==> config.mk <==
export PLATFORM = sky130hd
export DESIGN_NAME = affine_point_encoder
export DESIGN_NICKNAME = d
export VERILOG_FILES = /design/src/rtl/affine_point_encoder.sv
export SDC_FILE = /design/constraint.sdc
export NUM_CORES = 1
export LEC_CHECK = 0
export CORE_MARGIN = 2
export CORE_UTILIZATION = 56
export DETAILED_ROUTE_END_ITERATION = 6
export HOLD_SLACK_MARGIN = 0.08
export PLACE_DENSITY_LB_ADDON = 0.25
export SETUP_SLACK_MARGIN = 0.15
export SYNTH_ARGS = -nofsm -noshare
export SYNTH_HDL_FRONTEND = slang
export SYNTH_SLANG_ARGS = --single-unit
export TNS_END_PERCENT = 100
==> constraint.sdc <==
create_clock -name clk -period 6.63 [get_ports clk]
set_clock_uncertainty 0.1 [all_clocks]
set_input_delay 1.326 -clock clk [delete_from_list [all_inputs] [get_ports clk]]
set_output_delay 1.326 -clock clk [all_outputs]
set_load 0.03 [all_outputs]
==> src/rtl/affine_point_encoder.sv <==
// Streams an affine point (x, y) out as a SEC1 octet string, one byte per
// valid/ready handshake. Supports compressed, uncompressed and the
// point-at-infinity (single 0x00) encodings.
module affine_point_encoder #(
  parameter int unsigned COORD_W = 256
) (
  input  logic               clk,
  input  logic               rst_n,
  input  logic               start,
  input  logic [COORD_W-1:0] x_in,
  input  logic [COORD_W-1:0] y_in,
  input  logic               compress,
  output logic               busy,
  output logic [7:0]         out_byte,
  output logic               out_valid,
  input  logic               out_ready,
  output logic               out_last,
  output logic               done
);

  localparam int unsigned NB    = COORD_W / 8;
  localparam int unsigned IDX_W = (NB > 1) ? $clog2(NB) : 1;
  localparam logic [IDX_W-1:0] IDX_LAST = IDX_W'(NB - 1);

  typedef enum logic [2:0] {
    S_IDLE,
    S_HDR,
    S_XB,
    S_YB,
    S_FIN
  } state_e;

  state_e             state_q;
  logic [COORD_W-1:0] x_q;
  logic [COORD_W-1:0] y_q;
  logic               compress_q;
  logic [IDX_W-1:0]   idx_q;
  logic               busy_q;
  logic [7:0]         out_byte_q;
  logic               out_valid_q;
  logic               out_last_q;
  logic               done_q;

  logic               accept;
  logic               inf_in;
  logic               inf_q;
  logic [IDX_W-1:0]   idx_inc;

  // Byte k of a coordinate, most significant byte first.
  function automatic logic [7:0] coord_byte(input logic [COORD_W-1:0] c,
                                            input logic [IDX_W-1:0]   k);
    logic [COORD_W-1:0] sh;
    sh = c << {k, 3'b000};
    return sh[COORD_W-1 -: 8];
  endfunction

  // Handshake and point-at-infinity detection.
  assign accept  = out_valid_q & out_ready;
  assign inf_in  = (x_in == '0) && (y_in == '0);
  assign inf_q   = (x_q == '0) && (y_q == '0);
  assign idx_inc = idx_q + IDX_W'(1);

  // Encoder FSM; every output is computed one cycle ahead so it is registered
  // and holds steady while the sink stalls.
  always_ff @(posedge clk or negedge rst_n) begin
    if (!rst_n) begin
      state_q     <= S_IDLE;
      x_q         <= '0;
      y_q         <= '0;
      compress_q  <= 1'b0;
      idx_q       <= '0;
      busy_q      <= 1'b0;
      out_byte_q  <= 8'h00;
      out_valid_q <= 1'b0;
      out_last_q  <= 1'b0;
      done_q      <= 1'b0;
    end else begin
      case (state_q)
        S_IDLE: begin
          done_q <= 1'b0;
          if (start) begin
            x_q         <= x_in;
            y_q         <= y_in;
            compress_q  <= compress;
            idx_q       <= '0;
            busy_q      <= 1'b1;
            out_valid_q <= 1'b1;
            state_q     <= S_HDR;
            if (inf_in) begin
              out_byte_q <= 8'h00;
              out_last_q <= 1'b1;
            end else if (compress) begin
              out_byte_q <= 8'h02 | {7'd0, y_in[0]};
              out_last_q <= 1'b0;
            end else begin
              out_byte_q <= 8'h04;
              out_last_q <= 1'b0;
            end
          end
        end

        S_HDR: begin
          if (accept) begin
            if (inf_q) begin
              out_valid_q <= 1'b0;
              out_last_q  <= 1'b0;
              busy_q      <= 1'b0;
              done_q      <= 1'b1;
              state_q     <= S_FIN;
            end else begin
              idx_q      <= '0;
              out_byte_q <= coord_byte(x_q, '0);
              out_last_q <= compress_q && (IDX_LAST == '0);
              state_q    <= S_XB;
            end
          end
        end

        S_XB: begin
          if (accept) begin
            if (idx_q == IDX_LAST) begin
              if (compress_q) begin
                out_valid_q <= 1'b0;
                out_last_q  <= 1'b0;
                busy_q      <= 1'b0;
                done_q      <= 1'b1;
                state_q     <= S_FIN;
              end else begin
                idx_q      <= '0;
                out_byte_q <= coord_byte(y_q, '0);
                out_last_q <= (IDX_LAST == '0);
                state_q    <= S_YB;
              end
            end else begin
              idx_q      <= idx_inc;
              out_byte_q <= coord_byte(x_q, idx_inc);
              out_last_q <= compress_q && (idx_inc == IDX_LAST);
            end
          end
        end

        S_YB: begin
          if (accept) begin
            if (idx_q == IDX_LAST) begin
              out_valid_q <= 1'b0;
              out_last_q  <= 1'b0;
              busy_q      <= 1'b0;
              done_q      <= 1'b1;
              state_q     <= S_FIN;
            end else begin
              idx_q      <= idx_inc;
              out_byte_q <= coord_byte(y_q, idx_inc);
              out_last_q <= (idx_inc == IDX_LAST);
            end
          end
        end

        S_FIN: begin
          done_q  <= 1'b0;
          state_q <= S_IDLE;
        end

        default: begin
          out_valid_q <= 1'b0;
          out_last_q  <= 1'b0;
          busy_q      <= 1'b0;
          done_q      <= 1'b0;
          state_q     <= S_IDLE;
        end
      endcase
    end
  end

  assign busy      = busy_q;
  assign out_byte  = out_byte_q;
  assign out_valid = out_valid_q;
  assign out_last  = out_last_q;
  assign done      = done_q;

endmodule

==> results.json <==
{
  "std_cell_rows": 79,
  "hold_slack_ns": 0.3877,
  "cts_tree": "yes",
  "gp_congestion": 0.9630,
  "viasPerCell": 6.921,
  "ys_seq_area_share_pct": 50.52,
  "cp_max_fo": 63,
  "clk_latency_ns": 0.63,
  "clock.fmax_mhz": 229.6,
  "cts.sinks": 532,
  "initial_core_util_pct": 56.72,
  "postCtsResizedCells": 0,
  "die_h_um": 220.9,
  "syn_area_um2": 26350,
  "wl_per_cell_um": 30.85,
  "grt_max_degree": 186,
  "grt_setup_unrepaired": "false",
  "setup.worst_path.start_class": "register",
  "totalPowerFinal_mw": 7.776,
  "vias": 21221,
  "design_area_um2": 34090,
  "period_needed_ns": 4.355,
  "synthCells": 1916,
  "fin_crit_sh_pct": 65.68,
  "drv_cap": 0,
  "cts_made_buffers": 55,
  "ys.warnings.count": 0,
  "outcome": "complete, no violations",
  "first_iter_violations": 2289,
  "synthDistinctLibCells": 52,
  "die_area_um2": 48810,
  "grt_antenna_before_repair": 8,
  "powerDensity_nw_per_um2": 228.1,
  "final_layout_size_suffix_gt1_share_pct": 31.45,
  "firstDrtPassIters": 7,
  "grt_use_total_pct": 38.66,
  "hpwl_um": 72370,
  "reg2reg_depth": 7,
  "place_area_um2": 32190,
  "drv_slew": 0,
  "h-tree-depth": 2,
  "hold_depth": 2,
  "post-route-util_pct": 73.37,
  "drtAntennaViolNets": 0,
  "drcViolationCount": 0,
  "setup_viol": 0,
  "die_x_um": 220.9,
  "fin_nets": 2930,
  "syn_nets": 2436,
  "clk_pin_slew_ns": 0.06,
  "cts.path.max_buffers": 3,
  "p_leak_nw": 13.87,
  "ctsRootBufferMaster": "clkbuf_16",
  "synth_edf_count": 0,
  "tightest_slew_ns": 1.269,
  "port_buffers": 528,
  "endpoint_kind": "register",
  "synth-async-reset-ratio_pct": 100.0,
  "critPathKind": "reg2reg",
  "hold_violations": 0,
  "cp.required_ns": 7.03,
  "timing.slew.headroom_pct": 14.60,
  "fillers": 3153,
  "wl_um": 94590,
  "hold_path.class": "reg2reg",
  "overflow": 0,
  "postCtsSetupBuffers": 0,
  "synthToLayoutAreaGrowth_pct": 29.36,
  "peakVddDrop_uv": 317.6,
  "crit_arrival_ns": 4.76,
  "hold_buffers": 0,
  "grt_pass1_wl_um": 141500,
  "avgSynthCellArea_um2": 13.75,
  "grt_pass1_vias": 21990,
  "core-area_um2": 46460,
  "synth_seq_cells": 532,
  "synth_ff_type": "dfrtp_1",
  "tns_ns": 0,
  "io-pin-count": 529
}
[Yosys cell counts (9+ instances only)]
library cell  count  area [µm²]
nand3_1          33       165.2
mux4_2          129        2905
clkbuf_1         68       255.2
o211ai_1          9       67.56
buf_2            24       120.1
dfrtp_1         532       13310
nand2_1          94       352.8
nand4_1          74       462.9
a21oi_1          10       50.05
mux2i_1           9       90.09
o21ai_0          13       65.06
buf_1             9       33.78
mux2_2          521        5867
a22oi_1          10       75.07
nor4_1          271        1695
nor2_1           18       67.56
a31oi_1          12       75.07
[path summary, 6_finish.rpt]
path / end / from / slack (ns)
max: out_byte[0] / idx_q[0] / 2.28
max in group asynchronous: y_q[0] / rst_n / 4.57
min in group asynchronous: x_q[45] / rst_n / 0.49
min reg2reg: out_last / out_last / 0.39
max reg2reg: out_byte[0] / idx_q[0] / 2.28
min: out_last / out_last / 0.39
[layer usage]
metal  global-route usage (%)  routed length [µm]
met1                    52.51               37010
met2                    61.25               44850
met3                    8.764                8948
met4                    14.85                3758
met5                        0                  32
[sequential cells by signal, indices dropped and copies added (netlist names)]
signal / cells
compress_q: 1
done: 1
idx_q: 5
out_byte: 8
out_last: 1
out_valid: 1
state_q: 3
x_q: 256
y_q: 256
[area by class of cell]
class                           instances  area [µm²]  share of cell area, %
Sequential cell                       532       13320                  39.07
Timing Repair Buffer                  547        5508                  16.16
Clock buffer                           80        1632                  4.787
Multi-Input combinational cell       1270       12590                  36.95
Antenna cell                            4       10.01                0.02937
Tap cell                              607       759.5                  2.228
Clock inverter                         22       252.7                 0.7415
Inverter                                4       15.01                0.04405
[per-stage QoR]
step           std cells  setup WS, ns
3_5_place_dp        2960         2.221
3_3_place_gp        2960         2.199
4_1_cts             3062         2.248
2_1_floorplan       1916         3.046
6_report            3066         2.275
5_1_grt             3065         2.020
[kinds of logic (layout without fill, tap and decap cells)]
group | Yosys count | after routing | share of synthesized area, %
mux | 663 | 663 | 33.97
flops | 532 | 532 | 50.52
simple gates | 522 | 522 | 11.28
buf+inv | 114 | 653 | 1.909
compound gates | 78 | 78 | 2.042
xor+xnor | 4 | 4 | 0.1330
fa+ha+maj | 3 | 3 | 0.1425
other cells | 0 | 4 | 0
[critical path, cell delays in order (launching register included)]
cell	delay, ns
dfrtp_4	0.99
inv_1	0.18
ha_4	1.02
mux4_2	0.66
mux4_2	0.48
o2111ai_1	0.33
o211ai_1	0.14
mux2_2	0.28
[where the power goes]
part           leakage, nW  total, mW  internal (mW)  switching [mW]
Sequential            6.85       3.59           3.41           0.178
Combinational         6.08      0.949          0.531           0.418
Clock                0.940       3.24           1.90            1.34
[placed cells by master (no fill, tap or decap), types with 2 or more instances in the layout]
cell	count
o211ai_1	9
mux2_2	521
mux4_1	3
bufinv_16	5
dfrtp_1	531
o41ai_1	4
nor2_1	18
and2_1	7
nor3_1	3
clkbuf_1	10
o31ai_1	3
clkinv_2	14
buf_12	6
clkbuf_8	14
a31oi_1	12
nand4_1	74
or3_1	4
a22oi_1	10
nand3_1	33
o21ai_0	13
ha_1	2
nand2_1	94
mux2i_1	9
and3_1	6
o2111a_1	2
buf_4	13
a221oi_1	3
a21oi_1	10
nand2b_1	4
xnor2_2	2
nor4_1	271
nor3b_1	2
mux4_2	129
clkbuf_16	56
inv_1	4
diode_2	4
clkdlybuf4s50_1	527
Note: power is estimated with default switching activity, not from simulation.
==> RTL edit 1 (config.mk and constraints unchanged) <==
Reset style: synchronous (`rst_n`), changed in one clocked block.
--- a/src/rtl/affine_point_encoder.sv
+++ b/src/rtl/affine_point_encoder.sv
@@ -62,7 +62,7 @@
 
   // Encoder FSM; every output is computed one cycle ahead so it is registered
   // and holds steady while the sink stalls.
-  always_ff @(posedge clk or negedge rst_n) begin
+  always_ff @(posedge clk) begin
     if (!rst_n) begin
       state_q     <= S_IDLE;
       x_q         <= '0;
Check against the original RTL: differs if rst_n is asserted again (counterexample within 4 cycles, from zero or initial values and one cycle with rst_n low); with rst_n held inactive, the same outputs for 4 cycles.
==> RTL edit 1 against the unedited design <==
- cell area is 2.0% lower
- sequential power up 2%
- setup slack got worse by 0.088 ns
- largest cell class is now multi-input gates
- highest routed layer unchanged
- sequential cell count did not move
- clock power increased by 2%
- wire length barely moved
- fmax is 2.0% lower
- total power rose by 6.7%
- critical path type unchanged
- die area decreased by 0.88%
- global-route usage shrank 0.74 points
- sequential share of layout area down 7.2 points
- synthesized area is 0.89% lower
==> RTL edit 1: results (changes against the unedited design) <==
Total Routing Usage GR 37.9% (was 38.7%); clock period minus worst slack 4.44 ns (was 4.35 ns); clock sink total 532 (unchanged); vias after detailed routing 25974 (was 21221); synth top area cells dfxtp_1 41%, nand2_1 16%, a21boi_0 15% (was dfrtp_1 51%, mux2_2 22%, mux4_2 11%); maximum net fanout on the critical path 68 (was 63); leak pwr 11.6 nW (was 13.9 nW); dpl cell area 31500 um2 (was 32200 um2); number of different library cells in the post-synthesis netlist 54 (was 52); Final Util 72.2% (was 73.4%); HPWL after detailed placement 70800 um (was 72400 um); share of the synthesized netlist area taken by xor and xnor gates 0.235% (was 0.133%); Post-Synthesis Net Count 3585 (was 2436); cell class ranked first by area multi-input gates (was flip-flops and latches); leading register cell type out of synthesis dfxtp_1 (was dfrtp_1); signal buffers share of area 16.4% (was 16.2%); Min-Delay Endpoint done (was out_last); critical hold path startpoint done (was out_last); worst slew slack as a fraction of its limit 8.74% (was 14.6%); outcome finished, final reports clean (unchanged); critical register-to-register path startpoint idx_q[0] (unchanged); global-route wire length before repair 141000 um (was 142000 um); number of clock buffers in the layout 76 (was 80); RePlAce Congestion 0.992 (was 0.963); worst setup slack before clock tree synthesis 2.06 ns (was 2.22 ns); largest net degree at the start of global routing 214 (was 186); Buffers excl. clock 548 (was 547); most used standard cells in the synthesized netlist 1114 x nand2_1, 532 x dfxtp_1, 517 x a21boi_0 (was 532 x dfrtp_1, 521 x mux2_2, 271 x nor4_1); Critical R2R Capture out_byte[0] (unchanged); WHS 0.360 ns (was 0.388 ns); post-synthesis mux area share 12.0% (was 34.0%); cell count after placement 3997 (was 2960); Worst Reg-to-Reg Cells 10 (was 7); IR Drop Worst-Case VDD 0.291 mV (was 0.318 mV); sequential cell area fraction in the yosys report 40.8% (was 50.5%); sequential cell area 10700 um2 (was 13300 um2); area of the multi-input gates 14600 um2 (was 12600 um2); violation count after the first detailed-route iteration 3389 (was 2289); via-per-instance ratio 6.33 (was 6.92); vias in the first global route 24735 (was 21990); antenna violations before repair 10 (was 8); layout cell share with drive strength beyond 1 6.99% (was 31.4%); fraction of registers with async set or reset after synthesis 0% (was 100%); critical path data arrival time 4.84 ns (was 4.76 ns); antenna cells 7 (was 4); 1st-pass router iterations 5 (was 7); layout multi-input combinational cell count 2304 (was 1270)
-- RTL edit 1: changes by cell type in the layout (fill, tap and decap cells not counted), sizes merged, moves of 7 or more --
cell | unedited run | this run
dfrtp | 532 | 0
dfxtp | 0 | 532
a21boi | 0 | 517
nor2 | 19 | 26
mux2 | 522 | 0
nand2 | 94 | 1114
nor3 | 4 | 12
-- RTL edit 1: metal layers --
layer  GRT usage (%)  vias up  share of wire [%]
met5               0        -              0.034
met4            16.9        4                4.5
met3            7.23      256                 10
met2            60.8     1583                 46
met1            49.9    12398                 39
li1                -    11733                  -
-- RTL edit 1: worst max-delay path: stages (launching register included) --
cell	delay, ns
dfxtp_4	0.66
inv_2	0.28
ha_4	0.99
buf_4	0.54
mux4_2	0.43
nand2_1	0.10
and3_1	0.16
a31oi_1	0.08
o2111ai_1	0.38
o311ai_1	0.17
o311a_1	0.35
-- RTL edit 1: where the power goes --
group	leakage (nW)	internal, mW	switching, mW
Combinational	6.34	0.650	0.709
Clock	0.943	1.96	1.33
Sequential	4.36	3.42	0.227
==> RTL edit 2 (config.mk and constraints unchanged) <==
Without the edit above. `COORD_W`: 256 -> 128.
--- a/src/rtl/affine_point_encoder.sv
+++ b/src/rtl/affine_point_encoder.sv
@@ -2,7 +2,7 @@
 // valid/ready handshake. Supports compressed, uncompressed and the
 // point-at-infinity (single 0x00) encodings.
 module affine_point_encoder #(
-  parameter int unsigned COORD_W = 256
+  parameter int unsigned COORD_W = 128
 ) (
   input  logic               clk,
   input  logic               rst_n,
Ports: changed (resized x_in and y_in); port bits go from 529 to 273. The function was not compared with the original's and may differ.
==> RTL edit 2 against the unedited design <==
- wire length is 58% lower
- sequential power is 53% lower
- fmax is 9.9% higher
- critical endpoint is now out_byte[3]
- cell area is 48% lower
- synthesized area is 48% lower
- critical path depth is 1 higher
- non-clock buffer count is 266 lower
- total power is 54% lower
- sequential share of layout area is 0.14 points lower
- setup slack better by 0.39 ns
- largest cell class unchanged
- sequential cell count is 257 lower
- clock power is 50% lower
==> RTL edit 2: results (changes against the unedited design) <==
RePlAce Congestion 0.944 (was 0.963); Clk Tree Root Cell clkbuf_16 (unchanged); compound-gate portion of the synthesized area 3.35% (was 2.04%); outcome finished, final reports clean (unchanged); layout cell share with drive strength beyond 1 31.2% (was 31.4%); port bufs 272 (was 528); number of different library cells in the post-synthesis netlist 50 (was 52); global-route wire length before repair 61600 um (was 142000 um); post-route clock period utilization 59.8% (was 65.7%); worst slew slack as a fraction of its limit 31.0% (was 14.6%); IR Drop Worst-Case VDD 0.181 mV (was 0.318 mV); Post-Synthesis Net Count 1245 (was 2436); antenna violations before repair 0 (was 8); synth top area cells dfrtp_1 50%, mux2_2 22%, mux4_2 8.3% (was dfrtp_1 51%, mux2_2 22%, mux4_2 11%); maximum cell stage delay along the critical path 0.73 ns (was 1.02 ns); 1st-pass router iterations 5 (was 7); fill cell count 1654 (was 3153); antenna cells 0 (was 4); Post-Synth Adder-Cell Area 0.181% (was 0.142%); number of clock buffers inserted by TritonCTS 29 (was 55); maximum net fanout on the critical path 44 (was 63); clock buffer depth 3 (unchanged); worst setup slack before clock tree synthesis 2.53 ns (was 2.22 ns); post-synthesis mux area share 34.3% (was 34.0%); sequential cell area fraction in the yosys report 49.8% (was 50.5%); slowest library cell on the worst path dfrtp_4 (was ha_4); vias after detailed routing 10303 (was 21221); clock latency at the later pin of the worst-skew pair 0.54 ns (was 0.63 ns); Total Routing Usage GR 31.0% (was 38.7%); critical path data arrival time 4.29 ns (was 4.76 ns); HPWL after detailed placement 29700 um (was 72400 um); H-Tree Depth 1 (was 2); largest net degree at the start of global routing 158 (was 186); share of the synthesized netlist area taken by xor and xnor gates 0.181% (was 0.133%); leak pwr 8.06 nW (was 13.9 nW); violation count after the first detailed-route iteration 947 (was 2289)
[RTL edit 2: layout make-up]
type	instances	area, um2	area share (%)
clock buffers	41	851	4.81
clock inverters	11	114	0.644
inverters	8	30.0	0.170
multi-input cells	642	6580	37.2
flip-flops and latches	275	6890	38.9
well taps	324	405	2.29
repair buffers	281	2820	15.9
[RTL edit 2: worst paths after layout]
kind,start,end,cells after the start
setup / recovery,idx_q[0],out_byte[3],8
hold / removal,out_byte[7],out_byte[7],1
setup reg to reg,idx_q[0],out_byte[3],8
hold reg to reg,out_byte[7],out_byte[7],1
max in group asynchronous,rst_n,y_q[0],2
min in group asynchronous,rst_n,y_q[4],1
[RTL edit 2: layer usage]
| layer | global-route usage (%) | part of all wire, % | routed length [um] |
|---|---|---|---|
| met2 | 50.7 | 49 | 19600 |
| met5 | 0 | 0 | 0 |
| met4 | 9.17 | 2.9 | 1170 |
| met3 | 5.86 | 7.9 | 3170 |
| met1 | 42.7 | 40 | 16300 |
[RTL edit 2: stage by stage]
| step | cell area [um2] | utilization [%] | hold slack (ns) |
|---|---|---|---|
| floorplan | 13800 | - | 0.395 |
| global placement | 16700 | 69.0 | 0.370 |
| detailed placement | 16700 | 69.0 | 0.373 |
| CTS | 17700 | 72.9 | 0.399 |
| global route | 17700 | 72.9 | 0.414 |
| finish | 17700 | 72.9 | 0.394 |
[RTL edit 2: critical path: cells and delay by family (launching register included)]
family,cells,cell delay [ns]
flops,1,0.73
mux,1,0.38
fa+ha+maj,1,0.44
buf+inv,2,1.08
xor+xnor,1,0.46
compound gates,3,0.62
[RTL edit 2: where the power goes]
group          switching (mW)  internal, mW  total (mW)
registers                   0          1.68        1.68
logic                  0.0945         0.143       0.237
clock network           0.666         0.968        1.63
